--- config.mk ---
export PLATFORM = sky130hd
export DESIGN_NAME = escalonador_somador_flat
export DESIGN_NICKNAME = d
export VERILOG_FILES = /design/src/rtl/escalonador_somador_if.sv /design/src/rtl/escalonador_somador.sv /design/src/flat_wrapper.sv
export SDC_FILE = /design/constraint.sdc
export NUM_CORES = 1
export LEC_CHECK = 0
export CAP_MARGIN = 10
export CORE_MARGIN = 5
export CORE_UTILIZATION = 38
export DETAILED_ROUTE_END_ITERATION = 10
export GPL_TIMING_DRIVEN = 0
export HOLD_SLACK_MARGIN = 0.12
export PLACE_DENSITY = 0.83
export SETUP_SLACK_MARGIN = 0.02
export SYNTH_ARGS = -nofsm -noshare
export SYNTH_HDL_FRONTEND = slang
export SYNTH_SLANG_ARGS = --single-unit
export TNS_END_PERCENT = 100
--- constraint.sdc ---
create_clock -name clk -period 2.7 [get_ports clk]
set_clock_uncertainty 0.15 [all_clocks]
set_input_delay 0.27 -clock clk [delete_from_list [all_inputs] [get_ports clk]]
set_output_delay 0.27 -clock clk [all_outputs]
set_load 0.01 [all_outputs]
--- src/rtl/escalonador_somador_if.sv ---
`default_nettype none
// ============================================================================
// Module   : escalonador_somador_if
// Brief    : Client and summation-unit signals of the round-robin scheduler.
//            master = scheduler side, slave = clients plus summation unit.
// Revision : 1.0 - initial release
// ============================================================================
interface escalonador_somador_if #(
    parameter int W    = 6,
    parameter int NREQ = 4
);
    // Client side
    logic [NREQ-1:0]   req;
    logic [NREQ*W-1:0] valor_in;
    logic [NREQ-1:0]   ack;
    logic [W-1:0]      soma_out;
    logic              overflow_out;
    logic              erro_out;
    logic              ocupado;
    logic [NREQ-1:0]   atual;

    // Summation-unit side
    logic              su_inicio;
    logic [W-1:0]      su_valor;
    logic              su_pronto;
    logic [W-1:0]      su_soma;
    logic              su_overflow;

    modport master (
        input  req, valor_in, su_pronto, su_soma, su_overflow,
        output ack, soma_out, overflow_out, erro_out, ocupado, atual,
               su_inicio, su_valor
    );

    modport slave (
        output req, valor_in, su_pronto, su_soma, su_overflow,
        input  ack, soma_out, overflow_out, erro_out, ocupado, atual,
               su_inicio, su_valor
    );
endinterface

`default_nettype wire

--- src/rtl/escalonador_somador.sv ---
`default_nettype none
// ============================================================================
// Module   : escalonador_somador
// Brief    : Round-robin scheduler sharing one summation unit among NREQ
//            requesters. Define ESCALONADOR_TIMEOUT_EN to bound the wait.
// Revision : 1.0 - initial release
// ============================================================================
module escalonador_somador #(
    parameter int W              = 6,
    parameter int NREQ           = 4,
    parameter int TIMEOUT_CICLOS = 16
) (
    input  logic                  clk,
    input  logic                  reset,
    escalonador_somador_if.master bus
);

    localparam int IW = (NREQ > 1) ? $clog2(NREQ) : 1;

    typedef enum logic [1:0] {
        IDLE  = 2'd0,
        START = 2'd1,
        WAIT  = 2'd2,
        DONE  = 2'd3
    } estado_t;

    estado_t          r_estado;
    logic [IW-1:0]    r_ultimo;
    logic [IW-1:0]    r_idx;
    logic [NREQ-1:0]  r_ack;
    logic [NREQ-1:0]  r_atual;
    logic             r_inicio;
    logic [W-1:0]     r_valor;
    logic [W-1:0]     r_soma;
    logic             r_ovf;
    logic             r_ocupado;

`ifdef ESCALONADOR_TIMEOUT_EN
    localparam int CW = $clog2(TIMEOUT_CICLOS + 1);
    logic [CW-1:0]    r_cnt;
    logic             r_erro;
`endif

    logic             w_hit;
    logic [IW-1:0]    w_idx;
    logic [IW-1:0]    w_pos;

    // Walk downward so the last hit kept is the first set bit above r_ultimo.
    always_comb begin
        w_hit = 1'b0;
        w_idx = '0;
        w_pos = '0;
        for (int k = NREQ; k >= 1; k--) begin
            w_pos = IW'((int'(r_ultimo) + k) % NREQ);
            if (bus.req[w_pos]) begin
                w_hit = 1'b1;
                w_idx = w_pos;
            end
        end
    end

    always_ff @(posedge clk or negedge reset) begin
        if (!reset) begin
            r_estado  <= IDLE;
            r_ultimo  <= IW'(NREQ - 1);
            r_idx     <= '0;
            r_ack     <= '0;
            r_atual   <= '0;
            r_inicio  <= 1'b0;
            r_valor   <= '0;
            r_soma    <= '0;
            r_ovf     <= 1'b0;
            r_ocupado <= 1'b0;
`ifdef ESCALONADOR_TIMEOUT_EN
            r_cnt     <= '0;
            r_erro    <= 1'b0;
`endif
        end else begin
            r_inicio <= 1'b0;
            r_ack    <= '0;
            case (r_estado)
                IDLE: begin
                    if (w_hit) begin
                        r_idx     <= w_idx;
                        r_atual   <= {{(NREQ-1){1'b0}}, 1'b1} << w_idx;
                        r_valor   <= bus.valor_in[w_idx*W +: W];
                        r_inicio  <= 1'b1;
                        r_ocupado <= 1'b1;
                        r_estado  <= START;
                    end
                end
                START: begin
`ifdef ESCALONADOR_TIMEOUT_EN
                    r_cnt    <= '0;
`endif
                    r_estado <= WAIT;
                end
                WAIT: begin
                    if (bus.su_pronto) begin
                        r_soma   <= bus.su_soma;
                        r_ovf    <= bus.su_overflow;
`ifdef ESCALONADOR_TIMEOUT_EN
                        r_erro   <= 1'b0;
`endif
                        r_ack    <= r_atual;
                        r_estado <= DONE;
                    end
`ifdef ESCALONADOR_TIMEOUT_EN
                    // A completion on the limit cycle wins over the abort.
                    else if (r_cnt == CW'(TIMEOUT_CICLOS - 1)) begin
                        r_soma   <= '0;
                        r_ovf    <= 1'b0;
                        r_erro   <= 1'b1;
                        r_ack    <= r_atual;
                        r_estado <= DONE;
                    end else begin
                        r_cnt <= r_cnt + 1'b1;
                    end
`endif
                end
                DONE: begin
                    r_ultimo  <= r_idx;
                    r_atual   <= '0;
                    r_ocupado <= 1'b0;
                    r_estado  <= IDLE;
                end
                default: r_estado <= IDLE;
            endcase
        end
    end

    assign bus.ack          = r_ack;
    assign bus.atual        = r_atual;
    assign bus.ocupado      = r_ocupado;
    assign bus.su_inicio    = r_inicio;
    assign bus.su_valor     = r_valor;
    assign bus.soma_out     = r_soma;
    assign bus.overflow_out = r_ovf;
`ifdef ESCALONADOR_TIMEOUT_EN
    assign bus.erro_out     = r_erro;
`else
    assign bus.erro_out     = 1'b0;
`endif

endmodule

`default_nettype wire

--- src/flat_wrapper.sv ---
// flat-port wrapper written by rule: the top's interface ports become plain ports
module escalonador_somador_flat 
#(
    parameter int W              = 6,
    parameter int NREQ           = 4,
    parameter int TIMEOUT_CICLOS = 16
)
  (clk, reset, bus_req, bus_valor_in, bus_su_pronto, bus_su_soma, bus_su_overflow, bus_ack, bus_soma_out, bus_overflow_out, bus_erro_out, bus_ocupado, bus_atual, bus_su_inicio, bus_su_valor);
  escalonador_somador_if #(.W(W), .NREQ(NREQ)) bus_i ();
  input  logic clk;
  input  logic reset;
  input wire logic [$bits(bus_i.req)-1:0] bus_req;
  input wire logic [$bits(bus_i.valor_in)-1:0] bus_valor_in;
  input wire logic [$bits(bus_i.su_pronto)-1:0] bus_su_pronto;
  input wire logic [$bits(bus_i.su_soma)-1:0] bus_su_soma;
  input wire logic [$bits(bus_i.su_overflow)-1:0] bus_su_overflow;
  output wire logic [$bits(bus_i.ack)-1:0] bus_ack;
  output wire logic [$bits(bus_i.soma_out)-1:0] bus_soma_out;
  output wire logic [$bits(bus_i.overflow_out)-1:0] bus_overflow_out;
  output wire logic [$bits(bus_i.erro_out)-1:0] bus_erro_out;
  output wire logic [$bits(bus_i.ocupado)-1:0] bus_ocupado;
  output wire logic [$bits(bus_i.atual)-1:0] bus_atual;
  output wire logic [$bits(bus_i.su_inicio)-1:0] bus_su_inicio;
  output wire logic [$bits(bus_i.su_valor)-1:0] bus_su_valor;
  assign bus_i.req = bus_req;
  assign bus_i.valor_in = bus_valor_in;
  assign bus_i.su_pronto = bus_su_pronto;
  assign bus_i.su_soma = bus_su_soma;
  assign bus_i.su_overflow = bus_su_overflow;
  assign bus_ack = bus_i.ack;
  assign bus_soma_out = bus_i.soma_out;
  assign bus_overflow_out = bus_i.overflow_out;
  assign bus_erro_out = bus_i.erro_out;
  assign bus_ocupado = bus_i.ocupado;
  assign bus_atual = bus_i.atual;
  assign bus_su_inicio = bus_i.su_inicio;
  assign bus_su_valor = bus_i.su_valor;
  escalonador_somador #(.W(W), .NREQ(NREQ), .TIMEOUT_CICLOS(TIMEOUT_CICLOS)) u_core (.clk(clk), .reset(reset), .bus(bus_i));
endmodule
======== Yosys cells after proc, flatten, opt, wreduce, memory -nomap -nowiden ========
Cells that the tools add are included.
storage, ports and cells
  register bits after elaboration ......... 29
  bits in latches ......................... 0
  bits in writable memories ............... 0
  memory bits (read-only) ................. 0
  bits of input ports ..................... 38
  output and inout bits ................... 24
  word-level logic and storage cells ...... 59
  memories kept ........................... 0
cells by class
  add/sub/neg operators ................... 4
  multipliers ............................. 1
  div/mod/pow operators ................... 0
  magnitude comparators ................... 4
  equality and inequality tests ........... 5
  shifts and indexed selects .............. 2
  muxes and demuxes ....................... 27
  bitwise gates (word level) .............. 0
  reductions and logical operators ........ 6
operator list
  operator               number
  $shiftx A24 B6 Y6      1
  $lt A2 B3 Y1 const B   4
  $mux W2                6
  $mux W4                3
  $mux W1                11
  $bmux W1 S2            4
  $pmux W2 S4            1
  $pmux W4 S2            1
  $reduce_and A2 Y1      4
  $add A2 B1 Y2 const B  2
  $add A2 B2 Y2 const B  2
  $eq A2 B2 Y1 const B   2
  $mul A2 B2 Y4 const B  1
  $shl A1 B2 Y4 const A  1
  $eq A2 B1 Y1 const B   1
  $logic_not A2 Y1       1
  $ne A2 B1 Y1 const B   1
  $ne A2 B2 Y1 const B   1
  $pmux W1 S2            1
  $reduce_bool A2 Y1     1

======== Logic depth before layout (Yosys ltp) ========
  depth after elaboration ................. 10
  mapped depth ............................ 8
  mapped depth without buffers ............ 7

======== Worst setup path after synthesis ========
Ideal clock, no wire load.
  path type ............................... reg2reg
  from .................................... reg u_core.r_ultimo[1]
  to ...................................... reg u_core.r_valor[4], in the netlist u_core.bus.su_valor[4]
  setup time .............................. 87 ps
  arrival ................................. 1669 ps
  data required time ...................... 2463 ps
  path slack .............................. 795 ps
  cell stages (with the launch flop) ...... 7
  buffers on the path ..................... 1
  period minus slack after synthesis ...... 1905 ps
  cells stage by stage .................... dfstp_2 mux2i_1 o22a_1 o21a_1 buf_6 mux2_1 o211ai_1
between the ends
  word-level cells in the longest chain between the ends .. 9
  elaborated cells on any way between the ends .. 23
  classes of those cells .................. 4 x add/sub; 1 x mul; 1 x shift; 16 x mux; 1 x reduce/logical
ends and longest elaborated chain
  element                        line                        RTL
  start: declaration             escalonador_somador.sv:28   logic [IW-1:0] r_ultimo;
  start signal: assignment       escalonador_somador.sv:65   r_ultimo <= IW'(NREQ - 1);
  start signal: assignment       escalonador_somador.sv:122  r_ultimo <= r_idx;
  $add A2 B1 Y2                  escalonador_somador.sv:54   w_pos = IW'((int'(r_ultimo) + k) % NREQ);
  $bmux W1 S2                    escalonador_somador.sv:55   if (bus.req[w_pos]) begin
  $mux W1 (implied by the code)  escalonador_somador.sv:55
  $mux W2 (4 in a row)           escalonador_somador.sv:55
  $mul A2 B2 Y4                  escalonador_somador.sv:86   r_valor <= bus.valor_in[w_idx*W +: W];
  $shiftx A24 B6 Y6              escalonador_somador.sv:86
  end signal: assignment         escalonador_somador.sv:86
  end: declaration               escalonador_somador.sv:33   logic [W-1:0] r_valor;
Several ways; a longest one is shown, not always the timed one. The select of a mux whose other input is x is not followed.
A chain may end at the register's enable or synchronous reset.

======== Final worst setup path ========
Ends and elaborated chain as after synthesis.

==> metrics.csv <==
metric,value,unit
Die Height,72.33,um
crit path time final,2.096,ns
Critical Path AT,2.14,ns
postcts setup bufs,0,
setup TNS,0,ns
Non-Filler Instances,242,
Critical Path RT,2.75,ns
peak supply drop,0.0003282,V
Final Cycle Share,77.63,%
"Hold-fix buffers, CTS",0,
leakage,0.001011,uW
Die ar.,5232,sq um
number of H-tree levels,2,
TritonCTS Sinks,29,
DRT iter0 DRCs,33,
largest net degree at the start of global routing,17,
GR Overflow Total,0,
Ys Warns,0,
Hold Path Class,in2reg,
Cell Rows,22,
register area share after synthesis,49.32,%
hpwl dp,2699,um
CP startpoint kind,register,
post-route ant nets,0,
Finish-stage setup viols,0,
Pwr Density,1032,nW/um^2
final WL,3370,um
Peak Freq,0.4771,GHz
DR vias/cell,5.021,
DP Worst Slack,0.2851,ns
number of buffers added on ports,59,
RSZ-0062 raised after global routing,false,
Syn Inst Count,126,
CP Capture Type,register,
die width,72.33,um
Setup CP Type,reg2reg,
number of flops mapped to enable cells by yosys,0,
Root Buffer,clkbuf_8,
Core Area,3716,sq um
max-slew violations,0,
layout cells sized above 1,17.01,%
Main synth FF type,dfrtp_1,
Clock Path Buffers,2,
worst-path fanout max,10,
Layout Area Growth over Synthesis,54.15,%
drc violations,0,
post_cts resized,0,
Worst slew margin,50.23,%
fin nets,235,
TritonCTS clock tree,built,
vias in the first global route,1202,
GRT Total Usage,13.76,%
worst slew pin tran,0.7442,ns
DR vias,1215,
worst setup margin,0.6040,ns
I/O pins,62,
Worst-Skew Late Latency,0.28,ns
# Max-Cap Violations,0,
Avg Synthesized Cell Area,11.72,sq um
#FFs+latches synth,29,
syn_nets,168,
clock slew at reported path FFs,0.06,ns
Final Hold Fails,0,
asr flop ratio synth,100.0,%
"Distinct cells, synth",36,
"Cell Area, Synth",1476,sq um
first-pass GRT wire length,5554,um
final antenna diode count,0,
initial antenna violation count,0,
RD Place Congestion,0.7708,
status,"finished, final reports clean",
Starting Density,39.73,%
TritonCTS buffer count,5,
post-DR wirelength/cell,13.93,um
Inst Count DP,234,
Detailed Routing Iterations Pass 1,4,
## final cells by class
cell class                 count  area, sq um
tap                           48        60.06
multi-input combinational     85        674.4
inverter                       6        22.52
buffer                         6        51.30
fill                         325         1440
clock buffer                   5        68.82
clock inverter                 3        65.06
timing repair buffer          60        605.6
sequential                    29        728.2
## worst max-delay path: stages, from the launching register on
cell and delay (ns):
dfstp_2 0.59, mux2i_1 0.21, o22a_1 0.24, o21a_1 0.22, buf_6 0.18, mux2_1 0.34
o211ai_1 0.09
## final timing paths
check	start	end	slack [ns]	cells past startpoint
min	bus_req[0]	u_core.r_idx[1]	0.26	4
min reg2reg	u_core.r_idx[1]	u_core.r_idx[1]	0.32	2
max in group asynchronous	reset	u_core.r_ultimo[1]	1.49	2
max	u_core.r_ultimo[1]	u_core.bus.su_valor[4]	0.60	6
max reg2reg	u_core.r_ultimo[1]	u_core.bus.su_valor[4]	0.60	6
min in group asynchronous	reset	u_core.bus.ack[1]	0.28	1
## cell usage after synthesis (2+ instances only)
| cell | number | area, sq um |
|---|---|---|
| nand3_1 | 6 | 30.03 |
| ha_1 | 4 | 50.05 |
| buf_6 | 3 | 33.78 |
| and3_1 | 4 | 25.02 |
| nand2b_1 | 4 | 25.02 |
| inv_1 | 5 | 18.77 |
| nand2_1 | 10 | 37.54 |
| o211a_1 | 3 | 30.03 |
| dfstp_2 | 2 | 52.55 |
| dfrtp_1 | 27 | 675.7 |
| nor2_1 | 5 | 18.77 |
| o21ai_0 | 5 | 25.02 |
| mux2_2 | 11 | 123.9 |
| buf_2 | 2 | 10.01 |
| mux2i_1 | 7 | 70.07 |
| a311oi_1 | 3 | 26.28 |
| a32o_1 | 2 | 20.02 |
| a211oi_1 | 3 | 22.52 |
| o211ai_1 | 3 | 22.52 |
## power by group
part / total (uW) / internal, uW / switching (uW)
registers: 744 / 636 / 108
clock network: 530 / 366 / 164
logic: 1070 / 598 / 476
total: 2350 / 1600 / 748
## stage by stage
stage	hold slack (ns)	area, sq um	power, uW	util, %
2_1_floorplan	-0.1756	1476	1363	-
3_3_place_gp	0.3040	2127	1806	57.24
3_5_place_dp	0.3075	2142	1839	57.64
4_1_cts	0.2537	2276	2381	61.25
5_1_grt	0.2943	2276	2497	61.25
6_report	0.2575	2276	2348	61.25
## registers in the layout (all words and copies together) (netlist names), 2 cells and up
name	cells
u_core.bus.soma_out	6
u_core.bus.su_valor	6
u_core.bus.ack	4
u_core.bus.atual	4
u_core.r_estado	2
u_core.r_idx	2
u_core.r_ultimo	2
## layout by cell type, fill, tap and decap left out, types with 2 or more instances in the layout
| master | instances |
|---|---|
| nand2_1 | 10 |
| nand2b_1 | 4 |
| a311oi_1 | 3 |
| o21ai_0 | 5 |
| inv_1 | 5 |
| ha_1 | 4 |
| o211a_1 | 3 |
| o211ai_1 | 3 |
| dfstp_2 | 2 |
| nor2_1 | 5 |
| dfrtp_1 | 27 |
| mux2i_1 | 7 |
| clkdlybuf4s50_1 | 59 |
| a32o_1 | 2 |
| buf_6 | 3 |
| nand3_1 | 6 |
| and3_1 | 4 |
| bufinv_16 | 2 |
| mux2_2 | 11 |
| clkbuf_8 | 5 |
| buf_2 | 2 |
| a211oi_1 | 3 |
## cells by family (layout without fill, tap and decap cells)
logic type                 Yosys count  after routing  share of synthesized area, %
DFF                                 29             29                         49.32
other                                1              1                        0.2540
adders and majority gates            4              4                         3.390
buffers and inverters               12             80                         5.000
muxes                               19             19                         13.90
and+or+nand+nor                     32             32                         10.76
AOI/OAI and AO/OA                   29             29                         17.37
## metal layers
metal,part of all wire [%],vias up,GRT usage [%],wire length [um]
li1,-,596,-,-
met1,43,563,16.97,1450
met2,46,50,22.04,1538
met3,10,6,5.125,336
met4,1.3,0,4.802,44
met5,0,-,0,0
Note: power is estimated with default switching activity, not from simulation.
